File: src/rtl/instr_fetch_unit_if.sv
// Purpose : instruction-memory read port of the fetch unit (req/ack word read).
// Latency : combinational bundle, no storage.
// Backpr. : request is held until ack; the memory side stalls by withholding mem_ack.
//
// Signals:
//   mem_req   fetch unit -> memory   read request, held until mem_ack
//   mem_addr  fetch unit -> memory   word address, stable while mem_req=1
//   mem_ack   memory -> fetch unit   mem_rdata is valid this cycle
//   mem_rdata memory -> fetch unit   instruction word
interface instr_fetch_unit_if;
  logic        mem_req;
  logic [31:0] mem_addr;
  logic        mem_ack;
  logic [31:0] mem_rdata;

  modport master (
    output mem_req,
    output mem_addr,
    input  mem_ack,
    input  mem_rdata
  );

  modport slave (
    input  mem_req,
    input  mem_addr,
    output mem_ack,
    output mem_rdata
  );
endinterface

File: src/rtl/instr_fetch_unit.sv
// Purpose : fetch sequencer; reads the word at PC_in, loads IR_out, pulses pc_inc.
// Latency : 2 edges fetch_go->ir_valid with zero-wait memory; 3-cycle minimum cadence.
// Backpr. : mem_req held until mem_ack or TIMEOUT REQ cycles; fetch_go ignored while busy.
//
// Ports:
//   CLK, RESET        clock, synchronous active-high reset
//   PC_in             current program counter value
//   fetch_go          control-unit fetch request (level, sampled in IDLE)
//   redirect          PC load pulse; aborts/discards any in-flight fetch
//   mem               instruction memory read port (master side)
//   IR_out            instruction register
//   ir_valid, pc_inc  coincident one-cycle pulses on a successful fetch
//   busy              high while a request is outstanding
//   fetch_err         sticky: misaligned PC or timeout; cleared by next aligned fetch
module instr_fetch_unit #(
  parameter int TIMEOUT = 16  // REQ cycles without ack before abandoning; 2..255
) (
  input  logic                      CLK,
  input  logic                      RESET,
  input  logic [31:0]               PC_in,
  input  logic                      fetch_go,
  input  logic                      redirect,
  instr_fetch_unit_if.master        mem,
  output logic [31:0]               IR_out,
  output logic                      ir_valid,
  output logic                      pc_inc,
  output logic                      busy,
  output logic                      fetch_err
);

  localparam int CNT_W = 8;
  localparam logic [CNT_W-1:0] CNT_LAST = CNT_W'(TIMEOUT - 1);

  typedef enum logic {
    ST_IDLE = 1'b0,
    ST_REQ  = 1'b1
  } state_t;

  state_t           state_q,    state_d;
  logic             mem_req_q,  mem_req_d;
  logic [31:0]      mem_addr_q, mem_addr_d;
  logic [31:0]      ir_q,       ir_d;
  logic             ir_valid_q, ir_valid_d;
  logic             pc_inc_q,   pc_inc_d;
  logic             busy_q,     busy_d;
  logic             err_q,      err_d;
  logic             discard_q,  discard_d;
  logic [CNT_W-1:0] cnt_q,      cnt_d;

  always_ff @(posedge CLK) begin
    if (RESET) begin
      state_q    <= ST_IDLE;
      mem_req_q  <= 1'b0;
      mem_addr_q <= 32'h0;
      ir_q       <= 32'h0;
      ir_valid_q <= 1'b0;
      pc_inc_q   <= 1'b0;
      busy_q     <= 1'b0;
      err_q      <= 1'b0;
      discard_q  <= 1'b0;
      cnt_q      <= '0;
    end else begin
      state_q    <= state_d;
      mem_req_q  <= mem_req_d;
      mem_addr_q <= mem_addr_d;
      ir_q       <= ir_d;
      ir_valid_q <= ir_valid_d;
      pc_inc_q   <= pc_inc_d;
      busy_q     <= busy_d;
      err_q      <= err_d;
      discard_q  <= discard_d;
      cnt_q      <= cnt_d;
    end
  end

  always_comb begin
    state_d    = state_q;
    mem_req_d  = mem_req_q;
    mem_addr_d = mem_addr_q;
    ir_d       = ir_q;
    ir_valid_d = 1'b0;
    pc_inc_d   = 1'b0;
    err_d      = err_q;
    discard_d  = discard_q;
    cnt_d      = cnt_q;

    case (state_q)
      ST_IDLE: begin
        // A redirect makes PC_in stale, and during the pc_inc cycle the PC has
        // not advanced yet; either way this cycle's fetch_go must be dropped.
        // A late mem_ack seen here (e.g. after reset) is simply ignored.
        if (fetch_go && !redirect && !pc_inc_q) begin
          if (PC_in[1:0] != 2'b00) begin
            err_d = 1'b1;
          end else begin
            err_d      = 1'b0;
            mem_addr_d = PC_in;
            mem_req_d  = 1'b1;
            cnt_d      = '0;
            discard_d  = 1'b0;
            state_d    = ST_REQ;
          end
        end
      end

      ST_REQ: begin
        if (mem.mem_ack) begin
          // An ack in the final timeout cycle still completes normally.
          mem_req_d = 1'b0;
          state_d   = ST_IDLE;
          if (!discard_q && !redirect) begin
            ir_d       = mem.mem_rdata;
            ir_valid_d = 1'b1;
            pc_inc_d   = 1'b1;
          end
        end else if (cnt_q == CNT_LAST) begin
          mem_req_d = 1'b0;
          err_d     = 1'b1;
          state_d   = ST_IDLE;
        end else begin
          cnt_d = cnt_q + 1'b1;
          // The request cannot be withdrawn, so a redirect only marks the
          // eventual return data as stale.
          if (redirect) begin
            discard_d = 1'b1;
          end
        end
      end

      default: begin
        state_d   = ST_IDLE;
        mem_req_d = 1'b0;
      end
    endcase

    busy_d = (state_d == ST_REQ);
  end

  assign mem.mem_req  = mem_req_q;
  assign mem.mem_addr = mem_addr_q;
  assign IR_out       = ir_q;
  assign ir_valid     = ir_valid_q;
  assign pc_inc       = pc_inc_q;
  assign busy         = busy_q;
  assign fetch_err    = err_q;

endmodule

File: src/flat_wrapper.sv
// flat-port wrapper written by rule: the top's interface ports become plain ports
module instr_fetch_unit_flat 
#(
  parameter int TIMEOUT = 16                                                     
)
  (CLK, RESET, PC_in, fetch_go, redirect, IR_out, ir_valid, pc_inc, busy, fetch_err, mem_mem_req, mem_mem_addr, mem_mem_ack, mem_mem_rdata);
  instr_fetch_unit_if mem_i ();
  input  logic CLK;
  input  logic RESET;
  input  logic [31:0] PC_in;
  input  logic fetch_go;
  input  logic redirect;
  output logic [31:0] IR_out;
  output logic ir_valid;
  output logic pc_inc;
  output logic busy;
  output logic fetch_err;
  output wire logic [$bits(mem_i.mem_req)-1:0] mem_mem_req;
  output wire logic [$bits(mem_i.mem_addr)-1:0] mem_mem_addr;
  input wire logic [$bits(mem_i.mem_ack)-1:0] mem_mem_ack;
  input wire logic [$bits(mem_i.mem_rdata)-1:0] mem_mem_rdata;
  assign mem_mem_req = mem_i.mem_req;
  assign mem_mem_addr = mem_i.mem_addr;
  assign mem_i.mem_ack = mem_mem_ack;
  assign mem_i.mem_rdata = mem_mem_rdata;
  instr_fetch_unit #(.TIMEOUT(TIMEOUT)) u_core (.CLK(CLK), .RESET(RESET), .PC_in(PC_in), .fetch_go(fetch_go), .redirect(redirect), .mem(mem_i), .IR_out(IR_out), .ir_valid(ir_valid), .pc_inc(pc_inc), .busy(busy), .fetch_err(fetch_err));
endmodule
File: config.mk
export PLATFORM = sky130hd
export DESIGN_NAME = instr_fetch_unit_flat
export DESIGN_NICKNAME = d
export VERILOG_FILES = /design/src/rtl/instr_fetch_unit_if.sv /design/src/rtl/instr_fetch_unit.sv /design/src/flat_wrapper.sv
export SDC_FILE = /design/constraint.sdc
export NUM_CORES = 1
export LEC_CHECK = 0
export CAP_MARGIN = 5
export CORE_MARGIN = 3
export CORE_UTILIZATION = 43
export DETAILED_ROUTE_END_ITERATION = 10
export HOLD_SLACK_MARGIN = 0.02
export PLACE_DENSITY = 0.87
export REMOVE_ABC_BUFFERS = 1
export SLEW_MARGIN = 10
export SYNTH_ARGS = -nofsm -noshare
export SYNTH_HDL_FRONTEND = slang
export SYNTH_SLANG_ARGS = --single-unit
File: constraint.sdc
create_clock -name CLK -period 6.03 [get_ports CLK]
set_input_delay 0.9045 -clock CLK [delete_from_list [all_inputs] [get_ports CLK]]
set_output_delay 0.9045 -clock CLK [all_outputs]
set_load 0.1 [all_outputs]
==> impl_metrics.toml, run 1 <==
[drt]
wl_per_cell_um = 14.2
ant_nets = 0
drt-pass1-iter-count = 4
wirelength_um = 7870
vias = 2812
drc = 0
drt_iter0_markers = 123
viasPerCell = 5.06

[floorplan]
die_h_um = 86.6
core_um2 = 6100
io_pins = 138
die_w_um = 86.6
die_area_um2 = 7510
rows = 28
start_util = 0.459

[finish]
diodes = 0
finalInstanceArea_um2 = 4390
drive_gt1_frac = 0.0478
fin_util = 0.720
area_delta_synth_final_pct = 56.9
fin_cells = 556
finalNetCount = 546

[timing]
relSlewSlack = 0.314
rsz0062_at_grt = "no"
setup_viol = 0
fin_crit_sh = 0.492
finalClockSkew_ns = 0.0103
period_needed_ns = 2.97
fin_tns_setup_ns = 0
fmax_mhz = 337
whs_ns = 0.455
hold_violations = 0
drv_slew = 0
tightest_slew_ns = 1.03

[placement]
port-buffer-count = 137
gp_congestion = 0.807
hpwlAfterDp_um = 5430
placed_cell_area_um2 = 4200
dp.cells = 540

[yosys]
ys.flop_type = "dfxtp_1"
syn_avg_cell_area_um2 = 7.99
synth-seq-cells = 77
synth_top_area_cell = "dfxtp_1"
syn_inst = 350
synth_common_cells = "nand2_1, dfxtp_1, a21oi_1"
yosysMostFrequentCell = "nand2_1"
synth_area_leaders = "dfxtp_1, nand2_1, a21oi_1"
yosysWarnings = 0
synth_top_area_frac = 0.551
async_flop_share = 0
synth_area_um2 = 2800
synth_cell_types = 31
synth-edff-count = 0
seq_area_frac_synth = 0.551

[global_routing]
grt_pass1_vias = 2799
grt-ovfl-total = 0
grt_use_met2 = 0.351
grt.busiest_layer = "met2"
grt_usage = 0.217
grt_max_degree = 77
grtUsageMet3 = 0.103
antenna_found_initial = 0
grt_pass1_wl_um = 12900
grt_use_met1 = 0.242

[worst_setup_path]
crit_chain = "clkdlybuf4s50_1"
crit_type = "reg -> out"
critPathSlowestCell = "clkdlybuf4s50_1"
crit_arrival_ns = 2.06
cp_num_buf_inv = 1
slowest_delay_ns = 1.20
setup.worst_path.end_class = "output pin"
worst-path-max-fanout = 9
start_kind = "flip-flop"
worst_ep_required_time_ns = 5.13
crit_family = "buffers and inverters"

[clocking]
cts_sinks = 77
cts_setup_buffers = 0
root_buffer = "clkbuf_8"
ctsHoldBuffers = 0
clk_pin_slew_ns = 0.07
cts_tree = "built"
cts_inserted_buffers = 9
cts.repair.resized = 0
clk_path_buf_depth = 2
cts_max_level = 3
insertion_delay_ns = 0.34

[power]
powerDensity_nw_per_um2 = 234
leakage_nw = 1.47
peakVddDrop_mv = 0.162

[job]
max_cap_viol_count = 0

[status]
status = "finished, final reports clean"

[min_path]
hold_path.class = "reg -> reg"
==> cells in the final DEF (no fill, tap or decap), drive strengths merged <==
| cell type | n |
|---|---|
| clkdlybuf4s50 | 136 |
| nand2 | 125 |
| dfxtp | 77 |
| a21oi | 75 |
| clkbuf | 12 |
| nand3 | 10 |
| buf | 5 |
| o21ai | 4 |
| nor2 | 3 |
| nor3 | 3 |
| or3 | 2 |
| and2 | 2 |
| and3 | 2 |
| a2111o | 2 |
| a31oi | 2 |
| nand4b | 2 |
| clkinv | 2 |
| or4b | 2 |
| nor4 | 1 |
| nand2b | 1 |
| a21o | 1 |
| inv | 1 |
| nor3b | 1 |
| nor2b | 1 |
| nor4b | 1 |
| or4 | 1 |
| o211ai | 1 |
| o21a | 1 |
| and4 | 1 |
| a22oi | 1 |
| ha | 1 |
| bufinv | 1 |
| clkinvlp | 1 |
==> metrics by stage <==
stage	power [mW]	setup slack, ns
6_report	1.03	3.06
5_1_grt	1.07	3.02
4_1_cts	1.04	3.06
3_5_place_dp	0.659	2.84
3_3_place_gp	0.658	2.89
2_1_floorplan	0.589	1.78
==> routing by layer <==
layer  vias to the layer above  share of wire
met3                        15           0.11
met5                         -              0
met1                      1273           0.41
met2                       106           0.46
li1                       1418              -
met4                         0          0.021
==> sequential cells by signal, summed over array words and instances (netlist names) <==
register / cells
u_core.IR_out: 32
u_core.mem.mem_addr: 32
u_core.cnt_q: 8
u_core.busy: 1
u_core.discard_q: 1
u_core.fetch_err: 1
u_core.ir_valid: 1
u_core.mem.mem_req: 1
==> kinds of logic after synthesis <==
family / count (synthesis) / share of synthesized area
AOI/OAI and AO/OA: 87 / 0.165
adders and majority gates: 1 / 0.00447
buffers and inverters: 27 / 0.0380
DFF: 77 / 0.551
and+or+nand+nor: 158 / 0.242
==> report_power, final <==
part           switching (mW)  internal (mW)
sequential            0.00354          0.515
combinational          0.0738         0.0549
clock                   0.178          0.202
total                   0.255          0.771
==> final timing paths <==
path	from	to	slack, ns	depth (start not counted)
worst min-delay path	u_core.IR_out[22]	u_core.IR_out[22]	0.46	2
worst min register to register	u_core.IR_out[22]	u_core.IR_out[22]	0.46	2
worst max register to register	u_core.busy	u_core.IR_out[20]	3.79	4
worst max-delay path	u_core.busy	busy	3.06	1
==> layout make-up <==
cell class | count | area (µm²)
Multi-Input combinational cell | 246 | 1160
Timing Repair Buffer | 141 | 1400
Clock inverter | 4 | 47.5
Fill cell | 480 | 1710
Clock buffer | 12 | 145
Inverter | 1 | 3.75
Sequential cell | 77 | 1540
Tap cell | 75 | 93.8
Power figures use the tool's default switching activity.
==> run 2: changes to the inputs <==
- CORE_UTILIZATION: 43 -> 40
- PLACE_DENSITY: 0.87 -> 0.82
- clock period: 6.03 -> 2.9 ns (I/O delays scaled with it)
==> impl_metrics.toml, run 2 (synthesis gave the netlist of run 1 again) <==
[worst_setup_path]
setup.worst_path.end_class = "flip-flop"
crit_type = "in -> reg"
worst-path-max-fanout = 33
worst_ep_required_time_ns = 3.07
crit_arrival_ns = 2.49
start_kind = "primary input"
critPathSlowestCell = "or4b_4"
slowest_delay_ns = 0.55
crit_chain = "clkdlybuf4s50_1, or4b_4, or3_1, buf_4, a21oi_1, nor3_1"

[timing]
period_needed_ns = 2.31
fin_crit_sh = 0.798
drv_slew = 0
setup_viol = 0
fmax_mhz = 432
finalClockSkew_ns = 0.00988
fin_tns_setup_ns = 0
tightest_slew_ns = 0.917
relSlewSlack = 0.389
rsz0062_at_grt = "no"
hold_violations = 0

[clocking]
insertion_delay_ns = 0.33
clk_path_buf_depth = 2
cts_sinks = 77
ctsHoldBuffers = 0
cts.repair.resized = 0
cts_inserted_buffers = 9
cts_max_level = 3
root_buffer = "clkbuf_8"
clk_pin_slew_ns = 0.07
cts_tree = "built"
cts_setup_buffers = 0

[floorplan]
core_um2 = 6570
die_h_um = 89.6
die_w_um = 89.6
rows = 29
die_area_um2 = 8030
io_pins = 138
start_util = 0.426

[drt]
drt-pass1-iter-count = 5
wl_per_cell_um = 13.2
ant_nets = 0
drt_iter0_markers = 131
viasPerCell = 4.91
vias = 2819
drc = 0
wirelength_um = 7580

[finish]
finalNetCount = 546
fin_cells = 574
diodes = 0
fillCellCount = 574
mostFrequentLayoutCell = "nand2_1"
drive_gt1_frac = 0.189
seq_area_um2 = 1540
area_delta_synth_final_pct = 52.5
multi_input_area_um2 = 1160
most-common-layout-cells = "nand2_1, dfxtp_1, a21oi_1"

[status]
status = "finished, final reports clean"

[global_routing]
grt_usage = 0.190
grt-ovfl-total = 0
grt_pass1_wl_um = 12000
antenna_found_initial = 0
grt_pass1_vias = 2650
grt_max_degree = 53

[min_path]
hold_path.class = "reg -> reg"

[power]
peakVddDrop_mv = 0.355
swShare = 0.239
powerDensity_nw_per_um2 = 513
internal_power_mw = 1.67
pwr-share-seq = 0.493
leakage_nw = 1.62
pwr-share-comb = 0.121
switchingPower_mw = 0.522
p_clk_frac = 0.386

[placement]
dp.cells = 558
gp_congestion = 0.797
hpwlAfterDp_um = 5430
port-buffer-count = 137

[job]
max_cap_viol_count = 0
## run 2: power by group through the flow
stage	Combinational [mW]	Sequential (mW)	Clock [mW]
finish	0.265	1.08	0.845
global route	0.279	1.08	0.914
CTS	0.266	1.08	0.867
detailed placement	0.265	1.10	0
global placement	0.264	1.10	0
floorplan	0.0283	1.20	0
## run 2: worst paths after layout
path                      startpoint                 endpoint  slack, ns  depth (start not counted)
min reg2reg  u_core.mem.mem_addr[16]  u_core.mem.mem_addr[16]       0.46                          2
min          u_core.mem.mem_addr[16]  u_core.mem.mem_addr[16]       0.46                          2
max                         redirect          u_core.cnt_q[3]       0.59                          6
max reg2reg              u_core.busy        u_core.IR_out[21]       0.70                          4
## run 2: critical path, delay by kind of cell
| kind | cells | cell delay [ns] |
|---|---|---|
| buf+inv | 2 | 0.78 |
| compound gates | 1 | 0.16 |
| simple gates | 3 | 1.11 |
## run 2: per-stage QoR
step	worst slack, ns	power (mW)	cell area [µm²]	utilization	hold slack (ns)
after global placement	0.281	1.37	4060	0.618	0.442
after global routing	0.465	2.27	4270	0.649	0.480
final	0.587	2.19	4270	0.649	0.455
after floorplan	-1.35	1.23	2690	-	0.450
after detailed placement	0.262	1.37	4060	0.618	0.448
after CTS	0.612	2.21	4270	0.649	0.457
## run 2: area by class of cell
type                    count  area share
well taps                  93      0.0273
clock inverters             4      0.0170
inverters                   1    0.000880
multi-input cells         246       0.272
clock buffers              12      0.0317
flip-flops and latches     77       0.361
repair buffers            141       0.290
## run 2: metal layers
metal  vias to the layer above  track usage  wire [µm]
met5                         -            0          0
met4                         0       0.0650         68
li1                       1421            -          -
met3                         7       0.0648        690
met1                      1292        0.205       3040
met2                        99        0.343       3780
